[config.mk]
export PLATFORM = sky130hd
export DESIGN_NAME = instr_frame_proc
export DESIGN_NICKNAME = d
export VERILOG_FILES = /design/src/rtl/instr_frame_pkg.sv /design/src/rtl/frame_chk.sv /design/src/rtl/instr_frame_proc.sv
export SDC_FILE = /design/constraint.sdc
export NUM_CORES = 2
export LEC_CHECK = 0
export ABC_AREA = 1
export CORE_ASPECT_RATIO = 0.6
export CORE_MARGIN = 5
export CORE_UTILIZATION = 55
export CTS_BUF_LIST = sky130_fd_sc_hd__clkbuf_8
export DETAILED_ROUTE_END_ITERATION = 6
export GPL_TIMING_DRIVEN = 0
export PLACE_DENSITY = 0.82
export RECOVER_POWER = 100
export REMOVE_ABC_BUFFERS = 1
export SYNTH_ARGS = -nofsm -noshare
export SYNTH_HDL_FRONTEND = slang
export SYNTH_SLANG_ARGS = --single-unit
[constraint.sdc]
create_clock -name CLK -period 5.32 [get_ports CLK]
set_clock_uncertainty 0.2 [all_clocks]
set_input_delay 1.064 -clock CLK [delete_from_list [all_inputs] [get_ports CLK]]
set_output_delay 1.064 -clock CLK [all_outputs]
set_load 0.01 [all_outputs]
[src/rtl/instr_frame_pkg.sv]
// Shared definitions for the instruction frame processor: frame layout, opcodes,
// error codes, FSM encoding and small helpers.
package instr_frame_pkg;

    localparam int unsigned FRAME_W = 64;
    localparam int unsigned BYTE_W  = 8;
    localparam int unsigned DATA_W  = 32;
    localparam int unsigned HDR_W   = FRAME_W - BYTE_W;
    localparam int unsigned CNT_W   = 16;

    // Field LSB positions inside a 64-bit frame
    localparam int unsigned OPC_POS  = 56;
    localparam int unsigned ADDR_POS = 48;
    localparam int unsigned DATA_POS = 16;
    localparam int unsigned SEQ_POS  = 8;
    localparam int unsigned CHK_POS  = 0;

    localparam logic [BYTE_W-1:0] OP_WRITE  = 8'h01;
    localparam logic [BYTE_W-1:0] OP_READ   = 8'h02;
    localparam logic [BYTE_W-1:0] OP_PING   = 8'h03;
    localparam logic [BYTE_W-1:0] OP_ERR    = 8'hEE;
    localparam logic [BYTE_W-1:0] RESP_FLAG = 8'h80;

    localparam logic [BYTE_W-1:0] ERR_NONE = 8'h00;
    localparam logic [BYTE_W-1:0] ERR_CHK  = 8'h01;
    localparam logic [BYTE_W-1:0] ERR_OPC  = 8'h02;
    localparam logic [BYTE_W-1:0] ERR_ADDR = 8'h03;

    typedef enum logic [2:0] {
        IDLE    = 3'd0,
        ACK     = 3'd1,
        DECODE  = 3'd2,
        EXEC    = 3'd3,
        WAIT_TX = 3'd4,
        SEND    = 3'd5
    } state_t;

    // Saturating increment for the frame/error counters
    function automatic logic [CNT_W-1:0] sat_inc(input logic [CNT_W-1:0] v);
        return (v == '1) ? v : v + CNT_W'(1);
    endfunction

    // Assemble the 56-bit header (everything above chk) from its fields
    function automatic logic [HDR_W-1:0] hdr_pack(
        input logic [BYTE_W-1:0] opc,
        input logic [BYTE_W-1:0] addr,
        input logic [DATA_W-1:0] data,
        input logic [BYTE_W-1:0] seq
    );
        logic [FRAME_W-1:0] f;
        f = '0;
        f[OPC_POS  +: BYTE_W] = opc;
        f[ADDR_POS +: BYTE_W] = addr;
        f[DATA_POS +: DATA_W] = data;
        f[SEQ_POS  +: BYTE_W] = seq;
        return f[FRAME_W-1 -: HDR_W];
    endfunction

endpackage

[src/rtl/frame_chk.sv]
// Frame checksum: XOR of the seven header bytes. Used both to verify received
// frames and to generate the chk byte of responses.
module frame_chk
    import instr_frame_pkg::*;
(
    input  logic [HDR_W-1:0]  i_hdr,
    output logic [BYTE_W-1:0] o_chk
);

    always_comb begin
        o_chk = '0;
        for (int i = 0; i < int'(HDR_W / BYTE_W); i++) begin
            o_chk = o_chk ^ i_hdr[i*BYTE_W +: BYTE_W];
        end
    end

endmodule

[src/rtl/instr_frame_proc.sv]
// Instruction frame processor: accepts command frames from the SPI slave stage,
// executes WRITE/READ/PING on a small register file and returns a response frame.
module instr_frame_proc
    import instr_frame_pkg::*;
#(
    parameter int unsigned NREG    = 16,
    parameter int unsigned ACK_TMO = 255
) (
    input  logic                CLK,
    input  logic                RESET_N,
    input  logic [63:0]         RX_DATA,
    input  logic                RX_VALID,
    output logic                RX_RD,
    output logic [63:0]         TX_DATA,
    output logic                TX_WR,
    input  logic                TX_BUSY,
    output logic                CFG_WE,
    output logic [7:0]          CFG_ADDR,
    output logic [31:0]         CFG_WDATA,
    output logic [15:0]         FRAME_CNT,
    output logic [15:0]         ERR_CNT
);

    localparam int unsigned AW    = (NREG > 1) ? $clog2(NREG) : 1;
    localparam int unsigned TMO_W = $clog2(ACK_TMO + 1);

    state_t              r_state,     w_state_nxt;
    logic [FRAME_W-1:0]  r_frame,     w_frame_nxt;
    logic                r_rx_rd,     w_rx_rd_nxt;
    logic                r_tx_wr,     w_tx_wr_nxt;
    logic                r_cfg_we,    w_cfg_we_nxt;
    logic [FRAME_W-1:0]  r_tx_data,   w_tx_data_nxt;
    logic [BYTE_W-1:0]   r_cfg_addr,  w_cfg_addr_nxt;
    logic [DATA_W-1:0]   r_cfg_wdata, w_cfg_wdata_nxt;
    logic [CNT_W-1:0]    r_frame_cnt, w_frame_cnt_nxt;
    logic [CNT_W-1:0]    r_err_cnt,   w_err_cnt_nxt;
    logic [TMO_W-1:0]    r_tmo_cnt,   w_tmo_cnt_nxt;
    logic                r_stale,     w_stale_nxt;
    logic                w_reg_we;
    logic [DATA_W-1:0]   r_regs [NREG];

    logic [BYTE_W-1:0]   w_opc;
    logic [BYTE_W-1:0]   w_addr;
    logic [DATA_W-1:0]   w_data;
    logic [BYTE_W-1:0]   w_seq;
    logic [BYTE_W-1:0]   w_chk;
    logic [BYTE_W-1:0]   w_chk_calc;
    logic                w_opc_ok;
    logic                w_addr_ok;
    logic                w_needs_addr;
    logic [BYTE_W-1:0]   w_err_code;
    logic [AW-1:0]       w_ridx;
    logic [DATA_W-1:0]   w_rdata;
    logic [BYTE_W-1:0]   w_resp_opc;
    logic [DATA_W-1:0]   w_resp_data;
    logic [HDR_W-1:0]    w_resp_hdr;
    logic [BYTE_W-1:0]   w_resp_chk;

    // Field extraction from the latched frame
    assign w_opc  = r_frame[OPC_POS  +: BYTE_W];
    assign w_addr = r_frame[ADDR_POS +: BYTE_W];
    assign w_data = r_frame[DATA_POS +: DATA_W];
    assign w_seq  = r_frame[SEQ_POS  +: BYTE_W];
    assign w_chk  = r_frame[CHK_POS  +: BYTE_W];

    frame_chk u_chk_rx (
        .i_hdr (r_frame[FRAME_W-1 -: HDR_W]),
        .o_chk (w_chk_calc)
    );

    assign w_opc_ok     = (w_opc == OP_WRITE) || (w_opc == OP_READ) || (w_opc == OP_PING);
    assign w_needs_addr = (w_opc == OP_WRITE) || (w_opc == OP_READ);
    assign w_addr_ok    = (32'(w_addr) < NREG);
    assign w_ridx       = w_addr[AW-1:0];
    assign w_rdata      = w_addr_ok ? r_regs[w_ridx] : '0;

    // Classification priority: checksum, then opcode, then address range
    always_comb begin
        w_err_code = ERR_NONE;
        if (w_chk_calc != w_chk) begin
            w_err_code = ERR_CHK;
        end else if (!w_opc_ok) begin
            w_err_code = ERR_OPC;
        end else if (w_needs_addr && !w_addr_ok) begin
            w_err_code = ERR_ADDR;
        end
    end

    // Response frame; the read path sees the register file before this frame's write
    always_comb begin
        w_resp_opc  = w_opc | RESP_FLAG;
        w_resp_data = w_data;
        if (w_err_code != ERR_NONE) begin
            w_resp_opc  = OP_ERR;
            w_resp_data = {24'h0, w_err_code};
        end else if (w_opc == OP_READ) begin
            w_resp_data = w_rdata;
        end
    end

    assign w_resp_hdr = hdr_pack(w_resp_opc, w_addr, w_resp_data, w_seq);

    frame_chk u_chk_tx (
        .i_hdr (w_resp_hdr),
        .o_chk (w_resp_chk)
    );

    // Next-state and next-output logic
    always_comb begin
        w_state_nxt     = r_state;
        w_frame_nxt     = r_frame;
        w_rx_rd_nxt     = r_rx_rd;
        w_tx_wr_nxt     = 1'b0;
        w_cfg_we_nxt    = 1'b0;
        w_tx_data_nxt   = r_tx_data;
        w_cfg_addr_nxt  = r_cfg_addr;
        w_cfg_wdata_nxt = r_cfg_wdata;
        w_frame_cnt_nxt = r_frame_cnt;
        w_err_cnt_nxt   = r_err_cnt;
        w_tmo_cnt_nxt   = r_tmo_cnt;
        w_stale_nxt     = r_stale && RX_VALID;
        w_reg_we        = 1'b0;

        case (r_state)
            IDLE: begin
                // A frame abandoned by timeout is not re-accepted until RX_VALID drops
                if (RX_VALID && !r_stale) begin
                    w_frame_nxt   = RX_DATA;
                    w_rx_rd_nxt   = 1'b1;
                    w_tmo_cnt_nxt = '0;
                    w_state_nxt   = ACK;
                end
            end
            ACK: begin
                if (!RX_VALID) begin
                    w_rx_rd_nxt = 1'b0;
                    w_state_nxt = DECODE;
                end else if (r_tmo_cnt == TMO_W'(ACK_TMO - 1)) begin
                    w_rx_rd_nxt   = 1'b0;
                    w_err_cnt_nxt = sat_inc(r_err_cnt);
                    w_stale_nxt   = 1'b1;
                    w_state_nxt   = IDLE;
                end else begin
                    w_tmo_cnt_nxt = r_tmo_cnt + TMO_W'(1);
                end
            end
            DECODE: begin
                w_frame_cnt_nxt = sat_inc(r_frame_cnt);
                w_tx_data_nxt   = {w_resp_hdr, w_resp_chk};
                if ((w_err_code == ERR_NONE) && (w_opc == OP_WRITE)) begin
                    w_cfg_we_nxt    = 1'b1;
                    w_cfg_addr_nxt  = w_addr;
                    w_cfg_wdata_nxt = w_data;
                    w_reg_we        = 1'b1;
                end
                w_state_nxt = EXEC;
            end
            EXEC: begin
                if (w_err_code != ERR_NONE) begin
                    w_err_cnt_nxt = sat_inc(r_err_cnt);
                end
                w_state_nxt = WAIT_TX;
            end
            WAIT_TX: begin
                if (!TX_BUSY) begin
                    w_tx_wr_nxt = 1'b1;
                    w_state_nxt = SEND;
                end
            end
            SEND: begin
                w_state_nxt = IDLE;
            end
            default: begin
                w_state_nxt = IDLE;
            end
        endcase
    end

    // State, output and register-file registers
    always_ff @(posedge CLK) begin
        if (!RESET_N) begin
            r_state     <= IDLE;
            r_frame     <= '0;
            r_rx_rd     <= 1'b0;
            r_tx_wr     <= 1'b0;
            r_cfg_we    <= 1'b0;
            r_tx_data   <= '0;
            r_cfg_addr  <= '0;
            r_cfg_wdata <= '0;
            r_frame_cnt <= '0;
            r_err_cnt   <= '0;
            r_tmo_cnt   <= '0;
            r_stale     <= 1'b0;
            r_regs      <= '{default: '0};
        end else begin
            r_state     <= w_state_nxt;
            r_frame     <= w_frame_nxt;
            r_rx_rd     <= w_rx_rd_nxt;
            r_tx_wr     <= w_tx_wr_nxt;
            r_cfg_we    <= w_cfg_we_nxt;
            r_tx_data   <= w_tx_data_nxt;
            r_cfg_addr  <= w_cfg_addr_nxt;
            r_cfg_wdata <= w_cfg_wdata_nxt;
            r_frame_cnt <= w_frame_cnt_nxt;
            r_err_cnt   <= w_err_cnt_nxt;
            r_tmo_cnt   <= w_tmo_cnt_nxt;
            r_stale     <= w_stale_nxt;
            if (w_reg_we) begin
                r_regs[w_ridx] <= w_data;
            end
        end
    end

    assign RX_RD     = r_rx_rd;
    assign TX_WR     = r_tx_wr;
    assign CFG_WE    = r_cfg_we;
    assign TX_DATA   = r_tx_data;
    assign CFG_ADDR  = r_cfg_addr;
    assign CFG_WDATA = r_cfg_wdata;
    assign FRAME_CNT = r_frame_cnt;
    assign ERR_CNT   = r_err_cnt;

endmodule

### Word level (Yosys, flattened, before mapping)

Index checks and enable logic that the tools add are counted.

| word-level totals | value |
|---|---|
| bits in writable memories | 0 |
| bits in read-only memories | 0 |
| bits in registers | 727 |
| output and inout bits | 139 |
| memories kept | 0 |
| input bits | 68 |
| latch bits | 0 |
| word-level logic and storage cells | 125 |

| operators by class | value |
|---|---|
| $lt $le $gt $ge | 3 |
| divide/modulo/power cells | 0 |
| $mul | 0 |
| add/subtract/negate cells | 3 |
| reductions and logical operators | 22 |
| shift-type cells | 0 |
| bitwise operators | 14 |
| muxes and demuxes | 37 |
| eq/ne operators | 18 |

Operator list:

| operator | number |
|---|---|
| $bwmux W512 | 1 |
| $mux W32 | 6 |
| $bmux W32 S4 | 1 |
| $demux W32 S4 | 1 |
| $xor A8 B8 Y8 | 12 |
| $mux W16 | 4 |
| $add A16 B1 Y16 const B | 2 |
| $eq A16 B16 Y1 const B | 2 |
| $mux W8 | 4 |
| $pmux W16 S2 | 1 |
| $eq A8 B2 Y1 const B | 2 |
| $pmux W8 S2 | 1 |
| $pmux W3 S5 | 1 |
| $mux W3 | 4 |
| $ne A2 B2 Y1 const B | 6 |
| $mux W1 | 9 |
| $add A8 B1 Y8 const B | 1 |
| $eq A8 B1 Y1 const B | 1 |
| $eq A8 B8 Y1 const B | 1 |
| $logic_not A8 Y1 | 1 |
| $lt A8 B5 Y1 const B | 1 |
| $ne A8 B8 Y1 | 1 |
| $reduce_and A2 Y1 | 4 |
| $reduce_and A4 Y1 | 2 |
| other kinds (18) | 28 |

### Depth between registers and ports, before layout

| depth | value |
|---|---|
| depth after elaboration | 16 |
| depth in mapped cells | 27 |
| depth with buffers taken out | 24 |

### Cells and area by module

From an unflattened synthesis, not the netlist that was laid out.

| unflattened totals | value |
|---|---|
| cell total of the unflattened synthesis | 6157 |
| area total of the unflattened synthesis | 36608.9 um^2 |

Modules (own cells, without submodules):

| module | cells an instance | times used | area each (um^2) | seq. area each (um^2) |
|---|---|---|---|---|
| instr_frame_proc | 5629 | 1 | 34566.9 | 14554.0 |
| frame_chk | 264 | 2 | 1021.0 | 0.0 |

### Worst setup path after synthesis

OpenSTA, ideal clock, no wires.

| timing | value |
|---|---|
| kind | register to register |
| start | reg r_frame[59] |
| end | reg r_regs[53] in the netlist's numbering |
| required time | 4.992 ns |
| path buffers | 1 |
| cell stages (with the launch flop) | 15 |
| arrival | 2.379 ns |
| clock period less this slack | 2.707 ns |
| path slack | 2.613 ns |
| library setup time | 0.128 ns |
| cells stage by stage | dfxtp_1 -> or2_1 -> nor4_4 -> inv_2 -> nor2_2 -> inv_2 -> nand2_4 -> nand3_2 -> nor2_4 -> nand2_4 -> nor2_8 -> nand2_2 -> clkbuf_1 -> o21ai_0 -> a21oi_1 |

| on the way | value |
|---|---|
| word-level cells in the longest chain between the ends | 10 |
| elaborated cells between the ends (all ways) | 15 |
| those cells by class | eq/ne: 4; mux: 5; bitwise: 1; reduce/logical: 5 |

Ends and longest elaborated chain:

| element | line | text |
|---|---|---|
| from (decl) | instr_frame_proc.sv:28 | `logic [FRAME_W-1:0] r_frame, w_frame_nxt;` |
| from (signal assigned) | instr_frame_proc.sv:197 | `r_frame <= w_frame_nxt;` |
| $eq A8 B1 Y1 / $eq A8 B2 Y1 (equally long branches) | instr_frame_proc.sv:71, instr_frame_proc.sv:72, instr_frame_proc.sv:150 |  |
| $logic_or A1 B1 Y1 | instr_frame_proc.sv:71, instr_frame_proc.sv:72 |  |
| $logic_and A1 B1 Y1 | instr_frame_proc.sv:84 | `end else if (w_needs_addr && !w_addr_ok) begin` |
| $mux W2 | instr_frame_proc.sv:84 |  |
| $mux W2 | instr_frame_proc.sv:82 | `end else if (!w_opc_ok) begin` |
| $mux W8 | instr_frame_proc.sv:80 | `if (w_chk_calc != w_chk) begin` |
| $logic_not A8 Y1 | instr_frame_proc.sv:150 | `if ((w_err_code == ERR_NONE) && (w_opc == OP_WRITE)) begin` |
| $logic_and A1 B1 Y1 * | instr_frame_proc.sv:150 |  |
| $mux W1 * | instr_frame_proc.sv:150 |  |
| $mux W1 * | instr_frame_proc.sv:124 | `case (r_state)` |
| to (signal, indexed assignment) | instr_frame_proc.sv:209 | `r_regs[w_ridx] <= w_data;` |
| to (decl) | instr_frame_proc.sv:40 | `logic [DATA_W-1:0] r_regs [NREG];` |

Every way passes the cells marked *; elsewhere a longest branch is shown, timed or not.
A chain may end at the register's enable or synchronous reset.

### Worst setup path in the final report

| timing | value |
|---|---|
| start | reg r_frame[59] |
| end | reg r_err_cnt[14] (netlist: ERR_CNT[14]) |

| on the way | value |
|---|---|
| word-level cells in the longest chain between the ends | 9 |
| elaborated cells between the ends (all ways) | 14 |
| those cells by class | eq/ne: 5; mux: 3; bitwise: 1; reduce/logical: 5 |

Ends and longest elaborated chain:

| element | line | text |
|---|---|---|
| $eq A8 B1 Y1 / $eq A8 B2 Y1 (equally long branches) | instr_frame_proc.sv:71, instr_frame_proc.sv:72 |  |
| $logic_or A1 B1 Y1 | instr_frame_proc.sv:71, instr_frame_proc.sv:72 |  |
| $logic_and A1 B1 Y1 | instr_frame_proc.sv:84 |  |
| $mux W2 | instr_frame_proc.sv:84 |  |
| $mux W2 | instr_frame_proc.sv:82 |  |
| $mux W8 * | instr_frame_proc.sv:80 |  |
| $reduce_bool A8 Y1 * | instr_frame_proc.sv:159 | `if (w_err_code != ERR_NONE) begin` |
| $ne A2 B2 Y1 (no source line) * | n/a |  |
| $reduce_and A4 Y1 (no source line) * | n/a |  |
| to (signal assigned) | instr_frame_proc.sv:205 | `r_err_cnt <= w_err_cnt_nxt;` |
| to (decl) | instr_frame_proc.sv:36 | `logic [CNT_W-1:0] r_err_cnt, w_err_cnt_nxt;` |

Marked as above.

==> results.json <==
{
  "die_area_sq_um": 62200,
  "failed_checks": "design-rule violations, max-capacitance violations, max-slew violations",
  "min_path_cells": 2,
  "overflow": 0,
  "rr_endpoint": "ERR_CNT[14]",
  "synth_cells": 4297,
  "syn_area_sq_um": 31500,
  "peakVddDrop_mv": 0.202,
  "min_period_ns": 5.29,
  "cts_sinks": 727,
  "async_flop_share_pct": 0,
  "cts-root-buf": "clkbuf_8",
  "wirelength_um": 104000,
  "drtIter0Drc": 5215,
  "layout_commonest_cell": "o21ai_0",
  "slowest_delay_ns": 0.53,
  "ant_nets": 0,
  "seq_area_frac_synth_pct": 46.3,
  "cap_viol_max_count": 5,
  "grt_max_degree": 206,
  "detail_route.wl_per_cell_um": 20.2,
  "fillCellCount": 4654,
  "gp_congestion": 0.884,
  "setup_viol": 0,
  "yosysTopAreaCell": "dfxtp_1",
  "drive_above_1_share_pct": 5.75,
  "num_vias": 30700,
  "fin_nets": 4368,
  "yosysUniqueCellTypes": 45,
  "yosys_warnings": 0,
  "r2r_slack_ns": 0.03,
  "crit_fanout": 18,
  "final_cells": 5139,
  "path_class": "flip-flop to flip-flop",
  "portBuffers": 206,
  "slew_violations": 500,
  "final_util_pct": 64.0,
  "clk_latency_ns": 0.74,
  "die_h_um": 195,
  "clk_path_buf_depth": 3,
  "finalCritPeriodShare_pct": 99.5,
  "ctsHoldBuffers": 0,
  "start_util_pct": 55.9,
  "total_power_mw": 12.2,
  "yosysTopAreaCellShare_pct": 46.3,
  "rows": 67,
  "hold_path_end": "CFG_ADDR[4]",
  "dr.pass1.iters": 7,
  "power_density_nw_per_um2": 340,
  "grt_pass1_vias": 28200,
  "layout_common_cells": "o21ai_0 (808), dfxtp_1 (724), inv_1 (691)",
  "crit_path_start_kind": "flip-flop",
  "syn_area_per_cell_sq_um": 7.32,
  "power.leakage_nw": 13.6,
  "area_delta_synth_final_pct": 14.3,
  "antenna_found_initial": 3,
  "place_inst": 4942,
  "clk_pin_slew_ns": 0.07,
  "cp.arrival_ns": 5.72,
  "crit_path_end_kind": "flip-flop",
  "r2r_cells": 15,
  "clock.fmax_ghz": 0.189,
  "finalSetupTns_ns": 0,
  "slowest_stage": "dfxtp_1",
  "r2r-start": "r_frame[59]",
  "track_usage_pct": 31.5,
  "io_pins": 207,
  "hold_start": "CFG_ADDR[4]",
  "viasPerCell": 5.97,
  "status": "complete, but fails checks",
  "cts_buffers": 102,
  "cts_tree": "built",
  "die_w_um": 319,
  "maxSlewHeadroom_pct": -53.2,
  "hold_class": "flip-flop to flip-flop",
  "rsz0062_at_grt": "false",
  "grt_pass1_wl_um": 159000,
  "crit_required_ns": 5.75,
  "max_slew.worst_pin.slew_ns": 2.30,
  "ys_ff_latch": 727,
  "drcViolationCount": 14,
  "synth_area_leaders": "dfxtp_1 (46%), o21ai_0 (12%), a21oi_1 (11%)",
  "crit_chain": "or2_1, nor4_4, buf_6, inv_2, nor2_4, inv_2, nand2_4, nand3_4, inv_1, nand2_1, nand2_1, nor2_1, nand3_1, o21ai_0, nor2_1",
  "coreArea_sq_um": 56300,
  "htreeDepth": 3,
  "hold_viol": 0,
  "ys.flop_type": "dfxtp_1",
  "dpl.hpwl_um": 59400,
  "synth_edf_count": 0
}
critical path: cells and delay by family (launching register included):
family | cells | cell delay [ns]
buffers and inverters | 4 | 1.65
AO/OA/AOI/OAI | 1 | 0.21
flip-flops | 1 | 0.53
AND/OR/NAND/NOR | 10 | 2.55
power by group:
| part | switching, mW | internal, mW |
|---|---|---|
| logic | 1.12 | 0.488 |
| registers | 0.270 | 5.56 |
| clock network | 2.23 | 2.58 |
logic make-up after synthesis:
group	after synthesis	synth area share (%)
xor gates and xnor gates	27	0.752
AOI/OAI and AO/OA	1788	29.7
adders and majority gates	4	0.159
DFF	727	46.3
buffers and inverters	1029	12.8
and+or+nand+nor	722	10.4
stage by stage:
stage | cell area, sq um | worst slack, ns | hold slack, ns
after global placement | 33000 | -20.24 | 0.227
after detailed placement | 33700 | -1.87 | 0.233
after floorplan | 30000 | -0.835 | 0.222
after global routing | 36000 | 0.114 | 0.253
after CTS | 36100 | 0.220 | 0.243
final | 36000 | 0.0284 | 0.240
what timing repair did:
action                     in CTS  in global routing
setup buffers                   5                  0
gates cloned                    4                  0
pin swaps                       3                  0
gates resized for setup         7                  3
setup endpoints to repair     572                100
how the worst max path moves through the flow:
stage                startpoint  cells after the start            to
floorplan            r_state[1]                      9   r_regs[128]
global placement        RESET_N                      5  r_tmo_cnt[3]
detailed placement  r_frame[59]                     14   r_regs[102]
CTS                 r_frame[51]                     17    r_regs[96]
global route        r_frame[16]                     17    r_regs[64]
finish              r_frame[59]                     15   ERR_CNT[14]
cell usage after synthesis, drive strengths merged (15+ instances only):
cell and instances:
a21oi 681, o21ai 826, nand2 385, inv 678, nand3 110, nor3 23
nor2 154, buf 125, dfxtp 727, nand4 30, xnor2 15, o22ai 246
clkbuf 224
registers in the layout (all words and copies together), names as in the netlist, 3 cells and up:
name and cells:
CFG_WDATA 32, ERR_CNT 16, r_regs 512, r_state 3, CFG_ADDR 8, TX_DATA 64
r_frame 64, r_tmo_cnt 8, FRAME_CNT 16
layer usage:
metal | wire length [um] | global-route usage [%]
met1 | 41900 | 44.3
met3 | 14000 | 8.16
met2 | 42900 | 45.8
met4 | 4580 | 13.6
met5 | 112 | 1.15
cell type report:
class	count	area, sq um	share of cell area (%)
Clock inverter	48	367	1.02
Sequential cell	727	14600	40.5
Inverter	680	2560	7.12
Timing Repair Buffer	240	2610	7.26
Multi-Input combinational cell	2545	13000	36.2
Tap cell	759	950	2.64
Clock buffer	139	1910	5.32
Antenna cell	1	2.50	0.00696
Power figures use the tool's default switching activity.
